## src/rtl/branch_predict_unit_pkg.sv

```systemverilog
// ---------------------------------------------------------------------------
// branch_pkg
//   Shared types and helpers for the branch prediction unit.
//   ctr_t        : 2-bit saturating direction counter
//   CTR_*        : counter encodings (strongly/weakly not-taken/taken)
//   bpu_entry_t  : width-independent part of a table entry (the tag is
//                  stored alongside it because its width depends on the
//                  PC width and the table depth)
//   ctr_next     : saturating counter step
// ---------------------------------------------------------------------------
package branch_pkg;

  typedef logic [1:0] ctr_t;

  localparam ctr_t CTR_SNT = 2'b00;
  localparam ctr_t CTR_WNT = 2'b01;
  localparam ctr_t CTR_WT  = 2'b10;
  localparam ctr_t CTR_ST  = 2'b11;

  typedef struct packed {
    logic        valid;
    logic        is_jump;
    ctr_t        ctr;
    logic [31:0] target;
  } bpu_entry_t;

  localparam bpu_entry_t ENTRY_RESET = '{
    valid:   1'b0,
    is_jump: 1'b0,
    ctr:     CTR_WNT,
    target:  32'h0000_0000
  };

  // Saturating increment on taken, saturating decrement on not taken.
  function automatic ctr_t ctr_next(ctr_t c, logic taken);
    ctr_t n;
    if (taken) begin
      n = (c == CTR_ST) ? CTR_ST : ctr_t'(c + 2'd1);
    end else begin
      n = (c == CTR_SNT) ? CTR_SNT : ctr_t'(c - 2'd1);
    end
    return n;
  endfunction

endpackage

```

## src/rtl/branch_predict_unit_table.sv

```systemverilog
// ---------------------------------------------------------------------------
// bpu_table
//   Direct-mapped branch history / target table.
//   clk, reset    : clock; synchronous active-high clear of every entry
//   rd_idx        : asynchronous read index (fetch lookup)
//   rd_entry      : entry at rd_idx
//   rd_tag        : tag stored at rd_idx
//   wr_en         : write the resolved outcome into wr_idx on the clock edge
//   wr_idx/wr_tag : location and tag of the resolving instruction
//   wr_taken      : resolved direction
//   wr_is_jump    : resolving instruction is an unconditional jump
//   wr_target     : resolved taken target
//   The counter update is a read-modify-write of the entry being written:
//   a tag hit steps the existing counter, a miss re-initialises it.
//   Reads return the pre-write contents (no write-to-read bypass).
// ---------------------------------------------------------------------------
module bpu_table
  import branch_pkg::*;
#(
  parameter int ENTRIES = 16,
  parameter int IDX_W   = 4,
  parameter int TAG_W   = 3
) (
  input  logic             clk,
  input  logic             reset,
  input  logic [IDX_W-1:0] rd_idx,
  output bpu_entry_t       rd_entry,
  output logic [TAG_W-1:0] rd_tag,
  input  logic             wr_en,
  input  logic [IDX_W-1:0] wr_idx,
  input  logic [TAG_W-1:0] wr_tag,
  input  logic             wr_taken,
  input  logic             wr_is_jump,
  input  logic [31:0]      wr_target
);

  bpu_entry_t       entry_q [ENTRIES];
  logic [TAG_W-1:0] tag_q   [ENTRIES];

  bpu_entry_t old_entry;
  logic       wr_hit;
  bpu_entry_t new_entry;

  assign rd_entry = entry_q[rd_idx];
  assign rd_tag   = tag_q[rd_idx];

  always_comb begin
    old_entry         = entry_q[wr_idx];
    wr_hit            = old_entry.valid && (tag_q[wr_idx] == wr_tag);
    new_entry.valid   = 1'b1;
    new_entry.is_jump = wr_is_jump;
    new_entry.target  = wr_target;
    if (wr_hit) begin
      new_entry.ctr = ctr_next(old_entry.ctr, wr_taken);
    end else begin
      new_entry.ctr = wr_taken ? CTR_WT : CTR_WNT;
    end
  end

  // Reset has priority over a same-cycle update.
  always_ff @(posedge clk) begin
    if (reset) begin
      for (int i = 0; i < ENTRIES; i++) begin
        entry_q[i] <= ENTRY_RESET;
        tag_q[i]   <= '0;
      end
    end else if (wr_en) begin
      entry_q[wr_idx] <= new_entry;
      tag_q[wr_idx]   <= wr_tag;
    end
  end

endmodule

```

## src/rtl/branch_predict_unit.sv

```systemverilog
// ---------------------------------------------------------------------------
// branch_predict_unit
//   Fetch-time branch prediction plus EX-stage resolution.
//   clk, reset      : clock; synchronous active-high reset
//   f_pc            : fetch PC
//   f_pred_taken    : prediction for f_pc (combinational)
//   f_pred_target   : predicted next PC (f_pc+4 when not taken)
//   ex_valid        : EX holds a valid instruction
//   ex_pc, ex_imm   : PC and immediate of the EX instruction
//   ex_alu_result   : bit 0 is the branch condition
//   ex_branch       : conditional branch
//   ex_jump         : unconditional PC-relative jump (wins over ex_branch)
//   ex_pred_taken   : prediction carried with the instruction
//   ex_pred_target  : predicted target carried with the instruction
//   ex_pc_four      : ex_pc+4 (link value)
//   ex_pc_imm       : ex_pc+ex_imm
//   redirect        : mispredict, flush younger stages and load redirect_pc
//   redirect_pc     : correct next PC
//   perf_branches   : resolved branch/jump count (saturating)
//   perf_mispred    : redirect count (saturating)
// ---------------------------------------------------------------------------
module branch_predict_unit
  import branch_pkg::*;
#(
  parameter int PC_WIDTH   = 9,
  parameter int ENTRIES    = 16,
  parameter int PREDICT_EN = 1,
  parameter int CNT_WIDTH  = 32
) (
  input  logic                 clk,
  input  logic                 reset,
  input  logic [PC_WIDTH-1:0]  f_pc,
  output logic                 f_pred_taken,
  output logic [31:0]          f_pred_target,
  input  logic                 ex_valid,
  input  logic [PC_WIDTH-1:0]  ex_pc,
  input  logic [31:0]          ex_imm,
  input  logic [31:0]          ex_alu_result,
  input  logic                 ex_branch,
  input  logic                 ex_jump,
  input  logic                 ex_pred_taken,
  input  logic [31:0]          ex_pred_target,
  output logic [31:0]          ex_pc_four,
  output logic [31:0]          ex_pc_imm,
  output logic                 redirect,
  output logic [31:0]          redirect_pc,
  output logic [CNT_WIDTH-1:0] perf_branches,
  output logic [CNT_WIDTH-1:0] perf_mispred
);

  localparam int IDX_W = $clog2(ENTRIES);
  localparam int TAG_W = PC_WIDTH - IDX_W - 2;

  // ---------------- fetch lookup ----------------
  logic [31:0]      f_pc_ext;
  logic [IDX_W-1:0] f_idx;
  logic [TAG_W-1:0] f_tag;
  bpu_entry_t       f_entry;
  logic [TAG_W-1:0] f_entry_tag;
  logic             f_hit;

  assign f_pc_ext = 32'(f_pc);
  assign f_idx    = f_pc[IDX_W+1:2];
  assign f_tag    = f_pc[PC_WIDTH-1:IDX_W+2];
  assign f_hit    = f_entry.valid && (f_entry_tag == f_tag);

  // Jumps are always predicted taken on a hit; branches use the counter MSB.
  assign f_pred_taken  = (PREDICT_EN != 0) && f_hit && (f_entry.is_jump || f_entry.ctr[1]);
  assign f_pred_target = f_pred_taken ? f_entry.target : f_pc_ext + 32'd4;

  // ---------------- EX resolve ----------------
  logic [31:0]      ex_pc_ext;
  logic             act_taken;
  logic             resolve;
  logic             tbl_wr_en;

  assign ex_pc_ext   = 32'(ex_pc);
  assign ex_pc_four  = ex_pc_ext + 32'd4;
  assign ex_pc_imm   = ex_pc_ext + ex_imm;
  assign act_taken   = (ex_branch && ex_alu_result[0]) || ex_jump;
  assign redirect_pc = act_taken ? ex_pc_imm : ex_pc_four;

  // A non-branch that was predicted taken (stale alias) also redirects, to pc+4.
  assign redirect = ex_valid &&
                    ((ex_pred_taken != act_taken) ||
                     (act_taken && (ex_pred_target != ex_pc_imm)));

  assign resolve   = ex_valid && (ex_branch || ex_jump);
  assign tbl_wr_en = resolve && (PREDICT_EN != 0);

  bpu_table #(
    .ENTRIES (ENTRIES),
    .IDX_W   (IDX_W),
    .TAG_W   (TAG_W)
  ) u_table (
    .clk        (clk),
    .reset      (reset),
    .rd_idx     (f_idx),
    .rd_entry   (f_entry),
    .rd_tag     (f_entry_tag),
    .wr_en      (tbl_wr_en),
    .wr_idx     (ex_pc[IDX_W+1:2]),
    .wr_tag     (ex_pc[PC_WIDTH-1:IDX_W+2]),
    .wr_taken   (act_taken),
    .wr_is_jump (ex_jump),
    .wr_target  (ex_pc_imm)
  );

  // ---------------- performance counters ----------------
  always_ff @(posedge clk) begin
    if (reset) begin
      perf_branches <= '0;
      perf_mispred  <= '0;
    end else begin
      if (resolve && (perf_branches != '1)) begin
        perf_branches <= perf_branches + CNT_WIDTH'(1);
      end
      if (redirect && (perf_mispred != '1)) begin
        perf_mispred <= perf_mispred + CNT_WIDTH'(1);
      end
    end
  end

  // Only the condition bit of the ALU result and the counter MSB matter here.
  logic unused_bits;
  assign unused_bits = ^{ex_alu_result[31:1], f_entry.ctr[0]};

endmodule

```

## config.mk

```make
export PLATFORM = sky130hd
export DESIGN_NAME = branch_predict_unit
export DESIGN_NICKNAME = d
export VERILOG_FILES = /design/src/rtl/branch_predict_unit_pkg.sv /design/src/rtl/branch_predict_unit_table.sv /design/src/rtl/branch_predict_unit.sv
export SDC_FILE = /design/constraint.sdc
export NUM_CORES = 1
export LEC_CHECK = 0
export CAP_MARGIN = 20
export CORE_ASPECT_RATIO = 1.75
export CORE_MARGIN = 3
export CORE_UTILIZATION = 25
export CTS_BUF_LIST = sky130_fd_sc_hd__clkbuf_16
export CTS_CLUSTER_DIAMETER = 200
export CTS_CLUSTER_SIZE = 16
export DETAILED_ROUTE_END_ITERATION = 12
export PLACE_DENSITY_LB_ADDON = 0.12
export SETUP_SLACK_MARGIN = 0.02
export SLEW_MARGIN = 5
export SYNTH_ARGS = -nofsm -noshare
export SYNTH_HDL_FRONTEND = slang
export SYNTH_SLANG_ARGS = --single-unit
```

## constraint.sdc

```tcl
create_clock -name clk -period 11.6 [get_ports clk]
set_input_delay 1.16 -clock clk [delete_from_list [all_inputs] [get_ports clk]]
set_output_delay 1.16 -clock clk [all_outputs]
set_load 0.05 [all_outputs]
```

==> flow_summary.ini, run 1 <==
[cts]
clk_latency_ns = 0.63
cts_tree = done
h-tree-depth = 2
ctsLongestPathBuffers = 3
path_clk_slew_ns = 0.08
cts_hold_buffers = 0
post_cts_resize_count = 0
cts.sink_count = 688
postCtsSetupBuffers = 0
clockRootBuffer = clkbuf_16
cts-buffers-inserted = 48

[floorplanning]
pin_count = 314
initial_utilization_pct = 25.2
die_w_um = 281
coreArea_um2 = 131000
rows = 176
die_h_um = 487
fp.dieArea_um2 = 137000

[global_route]
grt_pass1_vias = 23700
antenna_found_initial = 10
grtUsageTotal_pct = 18.3
grt_pass1_wl_um = 178000
grt_max_degree = 65
overflow = 0

[place]
port_buffers = 260
gp_congestion = 0.863
dp.final_hpwl_um = 80600
dp_cells = 4379
dpl_cell_area_um2 = 37900

[pwr]
ir_drop_mv = 0.0925
power_density_nw_per_um2 = 136
power_mw = 5.34
p_leak_nw = 13.5

[timing]
fmax_mhz = 123
hold_viol = 0
holdWs_ns = 0.475
finalMaxSlewViolations = 0
fin_crit_sh_pct = 70.1
finClkSkew_ns = 0.0183
finalCriticalPeriod_ns = 8.14
tightest_slew_ns = 1.06
tns_ns = 0
setup_viol = 0
rsz0062_at_grt = no
maxSlewHeadroom_pct = 29.4

[layout]
fin_cells = 4462
drive_above_1_share_pct = 15.9
final_nets = 2878
layout_commonest_cell = edfxtp_1
layout-area-overhead-vs-synth_pct = 18.6
stdcell_area_um2 = 39300
layout_common_cells = edfxtp_1, nor2_1, clkdlybuf4s50_1

[synthesis]
ys.warnings.count = 0
synth_seq_cells = 688
async_flop_share_pct = 0
syn_inst = 2553
synthFlopType = edfxtp_1
yosysUniqueCellTypes = 73
synth_edf_count = 608
synth-seq-area-share_pct = 60.0
syn_area_per_cell_um2 = 13.0
synth_area_um2 = 33100

[drt]
vias = 22300
ant_nets = 0
wl_um = 126000
drt_first_pass_iters = 7
via_per_inst = 5.00
route.detailed.drc = 0
drt_iter0_markers = 1624
wire_per_inst_um = 28.2

[worst_setup_path]
rrSetupSlack_ns = 7.85
path_common_cell = clkdlybuf4s50_1
critPathKind = input port to primary output
worstSetupStartpointType = input port
cp.arrival_ns = 6.98
path_cells = clkdlybuf4s50_1, ha_1, and3_1, nand2_1, o21a_1, nor4b_1, xor2_1, a2111oi_0, o2111ai_1, and4b_1, buf_4, nor2_1, clkdlybuf4s50_1
required_ns = 10.44
path_max_fanout = 55
critPathSlowestCell = clkdlybuf4s50_1
slowest_delay_ns = 0.86
end_kind = primary output

[run_status]
status = completed

[job]
drv_cap = 0

[worst_hold_path]
hold_class = register to register
[power breakdown]
group	total (mW)	leakage (nW)	switching, mW	internal, mW
combinational	0.854	6.24	0.561	0.293
sequential	2.85	6.45	0.0358	2.81
clock	1.64	0.753	0.880	0.759
total	5.34	13.5	1.48	3.86
[per-stage QoR]
stage               util [%]  setup WS, ns
finish                  29.9          3.46
detailed placement      28.8          3.25
floorplan                  -          5.56
global placement        28.8          3.30
global route            29.9          2.90
CTS                     29.8          3.23
[state kept, by name, indices dropped and copies added, names as in the netlist]
signal / cells
perf_mispred: 32
u_table.entry_q: 576
u_table.tag_q: 48
perf_branches: 32
[kinds of logic (layout without fill, tap and decap cells)]
logic type | count (synthesis) | after routing | share of synthesized area [%]
simple gates | 1044 | 1044 | 14.7
flops | 688 | 688 | 60.0
xor+xnor | 98 | 98 | 2.70
compound gates | 190 | 190 | 3.67
other cells | 1 | 25 | 0.0113
buf+inv | 296 | 490 | 3.74
mux | 219 | 219 | 14.5
fa+ha+maj | 17 | 17 | 0.665
[cell type report]
cell class | instances | area, um2
multi-input cells | 1590 | 12400
inverters | 65 | 244
flip-flops and latches | 688 | 19900
repair buffers | 348 | 3290
clock buffers | 49 | 1230
well taps | 1691 | 2120
diodes | 3 | 7.51
clock inverters | 28 | 105
fillers | 13200 | 92200
[synth_stat cells (3+ instances only)]
| library cell | n | area [um2] |
|---|---|---|
| and4_1 | 5 | 43.8 |
| nand3_1 | 37 | 185 |
| or3_1 | 13 | 81.3 |
| ha_1 | 16 | 200 |
| buf_1 | 18 | 67.6 |
| o21ai_1 | 3 | 15.0 |
| and2_1 | 16 | 100 |
| mux2i_1 | 3 | 30.0 |
| nor2_1 | 603 | 2260 |
| nor4_1 | 8 | 50.1 |
| or2_2 | 6 | 37.5 |
| inv_1 | 65 | 244 |
| nor4b_1 | 3 | 26.3 |
| nand4_1 | 46 | 288 |
| o21a_1 | 6 | 45.0 |
| a211oi_1 | 5 | 37.5 |
| o21ai_0 | 59 | 295 |
| or4_1 | 23 | 173 |
| o211ai_1 | 12 | 90.1 |
| mux4_2 | 207 | 4660 |
| nand2_1 | 73 | 274 |
| a31oi_1 | 4 | 25.0 |
| dfxtp_1 | 80 | 1600 |
| nand4b_1 | 3 | 26.3 |
| buf_2 | 7 | 35.0 |
| edfxtp_1 | 608 | 18300 |
| and3_1 | 106 | 663 |
| mux2_4 | 4 | 60.1 |
| clkbuf_1 | 176 | 661 |
| a21oi_1 | 51 | 255 |
| xor2_1 | 50 | 438 |
| xnor2_1 | 45 | 394 |
| nor2b_1 | 52 | 325 |
| a2111oi_0 | 3 | 26.3 |
| o31ai_1 | 18 | 135 |
| o22ai_1 | 3 | 18.8 |
| buf_4 | 27 | 203 |
| o2111ai_1 | 5 | 43.8 |
| nor3_1 | 16 | 80.1 |
| nand2b_1 | 22 | 138 |
| mux2_2 | 5 | 56.3 |
[routing by layer]
metal	up-vias	track usage (%)	wire (um)
li1	9689	-	-
met1	11800	20.9	47900
met2	686	34.5	68000
met3	147	2.99	6150
met4	2	5.39	3860
met5	-	0	13
[critical path: cells and delay by family]
kind	cells	cell delay (ns)
AOI/OAI and AO/OA	3	1.31
xor gates and xnor gates	1	0.22
adders and majority gates	1	0.71
buffers and inverters	3	2.03
and+or+nand+nor	5	1.51
[final timing paths]
check,cells after the start,endpoint,startpoint
worst max-delay path,13,redirect,ex_pc[7]
worst min-delay path,2,u_table.entry_q[4][35]$_SDFFE_PP1P_,u_table.entry_q[4][35]$_SDFFE_PP1P_
worst max register to register,10,perf_mispred[5]$_SDFFE_PP0P_,perf_mispred[4]$_SDFFE_PP0P_
worst min register to register,2,u_table.entry_q[4][35]$_SDFFE_PP1P_,u_table.entry_q[4][35]$_SDFFE_PP1P_
Power figures use the tool's default switching activity.
==> inputs of run 2 (changes only) <==
- clock period: 11.6 -> 7.3 ns (I/O delays scaled with it)
==> flow_summary.ini, run 2 (same netlist as run 1, synthesis figures left out) <==
[place]
gp_congestion = 0.874
dp.final_hpwl_um = 83200
port_buffers = 260

[floorplanning]
rows = 176
fp.dieArea_um2 = 137000
die_w_um = 281
die_h_um = 487
pin_count = 314
coreArea_um2 = 131000
initial_utilization_pct = 25.2

[drt]
wire_per_inst_um = 28.4
drt_first_pass_iters = 5
wl_um = 127000
route.detailed.drc = 0
vias = 22200
drt_iter0_markers = 1750
ant_nets = 0
via_per_inst = 4.95

[global_route]
grt_pass1_vias = 23500
grt_pass1_wl_um = 178000
grt_max_degree = 104
antenna_found_initial = 9
overflow = 0
grtUsageTotal_pct = 18.4

[timing]
setup_viol = 0
finalMaxSlewViolations = 0
finClkSkew_ns = 0.0156
tightest_slew_ns = 1.07
finalCriticalPeriod_ns = 6.08
fin_crit_sh_pct = 83.3
hold_viol = 0
fmax_mhz = 164
rsz0062_at_grt = no
maxSlewHeadroom_pct = 28.8
tns_ns = 0
holdWs_ns = 0.482

[cts]
cts-buffers-inserted = 48
clk_latency_ns = 0.64
postCtsSetupBuffers = 0
cts.sink_count = 688
post_cts_resize_count = 0
cts_tree = done
ctsLongestPathBuffers = 3
cts_hold_buffers = 0
path_clk_slew_ns = 0.08
h-tree-depth = 2
clockRootBuffer = clkbuf_16

[run_status]
status = completed

[worst_setup_path]
end_kind = primary output
path_max_fanout = 7
critPathKind = input port to primary output
required_ns = 6.57
cp.arrival_ns = 5.35
worstSetupStartpointType = input port
rrSetupSlack_ns = 3.56

[layout]
drive_above_1_share_pct = 16.3
final_nets = 2892
layout-area-overhead-vs-synth_pct = 19.1
fill_cells = 13200
top_register = u_table.entry_q
layout_common_cells = edfxtp_1, nor2_1, clkdlybuf4s50_1
top_regs = u_table.entry_q (576), u_table.tag_q (48)
largest_reg_flops = 576
layout_commonest_cell = edfxtp_1

[pwr]
p_leak_nw = 13.5
power_density_nw_per_um2 = 216
ir_drop_mv = 0.168

[worst_hold_path]
hold_class = register to register

[job]
drv_cap = 0
run 2: cell types whose count changed in the layout (fill, tap and decap cells not counted), sizes merged:
| cell | delta |
|---|---|
| diode | -1 |
| clkbuf | -1 |
| clkdlybuf4s50 | -1 |
| buf | +15 |
| clkinv | +3 |
| inv | +2 |
run 2: area by class of cell:
cell class              count  area (um2)  area share, %
diodes                      2        5.00         0.0127
clock buffers              48        1200           3.05
clock inverters            33         161          0.409
inverters                  65         244          0.619
multi-input cells        1590       12400           31.5
flip-flops and latches    688       19900           50.4
well taps                1691        2120           5.37
repair buffers            362        3420           8.68
run 2: critical path: stages:
cell,delay [ns]
clkdlybuf4s50_1,0.45
ha_1,0.26
fa_1,0.46
a211oi_2,0.43
o21a_1,0.56
a2bb2oi_1,0.69
xor2_2,0.22
xor2_1,0.21
nand4_1,0.14
nor4_1,0.49
and4b_1,0.39
nor2_1,0.07
buf_4,0.23
run 2: metal layers:
layer  global-route usage [%]  part of all wire, %  vias to the layer above
met2                     35.9                   55                      748
met4                     5.26                  2.9                        4
met3                     3.17                  5.6                      157
met1                     20.1                   36                    11500
li1                         -                    -                     9723
met5                        0                0.021                        -
run 2: power breakdown:
group / internal [mW] / leakage (nW) / switching, mW
Combinational: 0.474 / 6.32 / 0.900
Clock: 1.20 / 0.772 / 1.42
Sequential: 4.47 / 6.45 / 0.0568
Total: 6.14 / 13.5 / 2.38
run 2: path summary, 6_finish.rpt:
| path | from | end | cells after the start |
|---|---|---|---|
| worst min register to register | u_table.entry_q[6][35]$_SDFFE_PP1P_ | u_table.entry_q[6][35]$_SDFFE_PP1P_ | 2 |
| worst max-delay path | ex_pc[0] | redirect | 13 |
| worst min-delay path | u_table.entry_q[6][35]$_SDFFE_PP1P_ | u_table.entry_q[6][35]$_SDFFE_PP1P_ | 2 |
| worst max register to register | perf_mispred[3]$_SDFFE_PP0P_ | perf_mispred[5]$_SDFFE_PP0P_ | 10 |
run 2: stage by stage:
stage          utilization [%]  setup WS [ns]  power (mW)  cell area, um2  cells
5_1_grt                   30.0          0.887        8.83           39400   4478
3_3_place_gp              28.9           1.04        5.99           38000   4395
4_1_cts                   30.0           1.14        8.65           39400   4477
6_report                  30.0           1.22        8.52           39400   4479
2_1_floorplan                -           2.12        5.41           33200   2574
3_5_place_dp              28.9           1.10        6.02           38100   4396
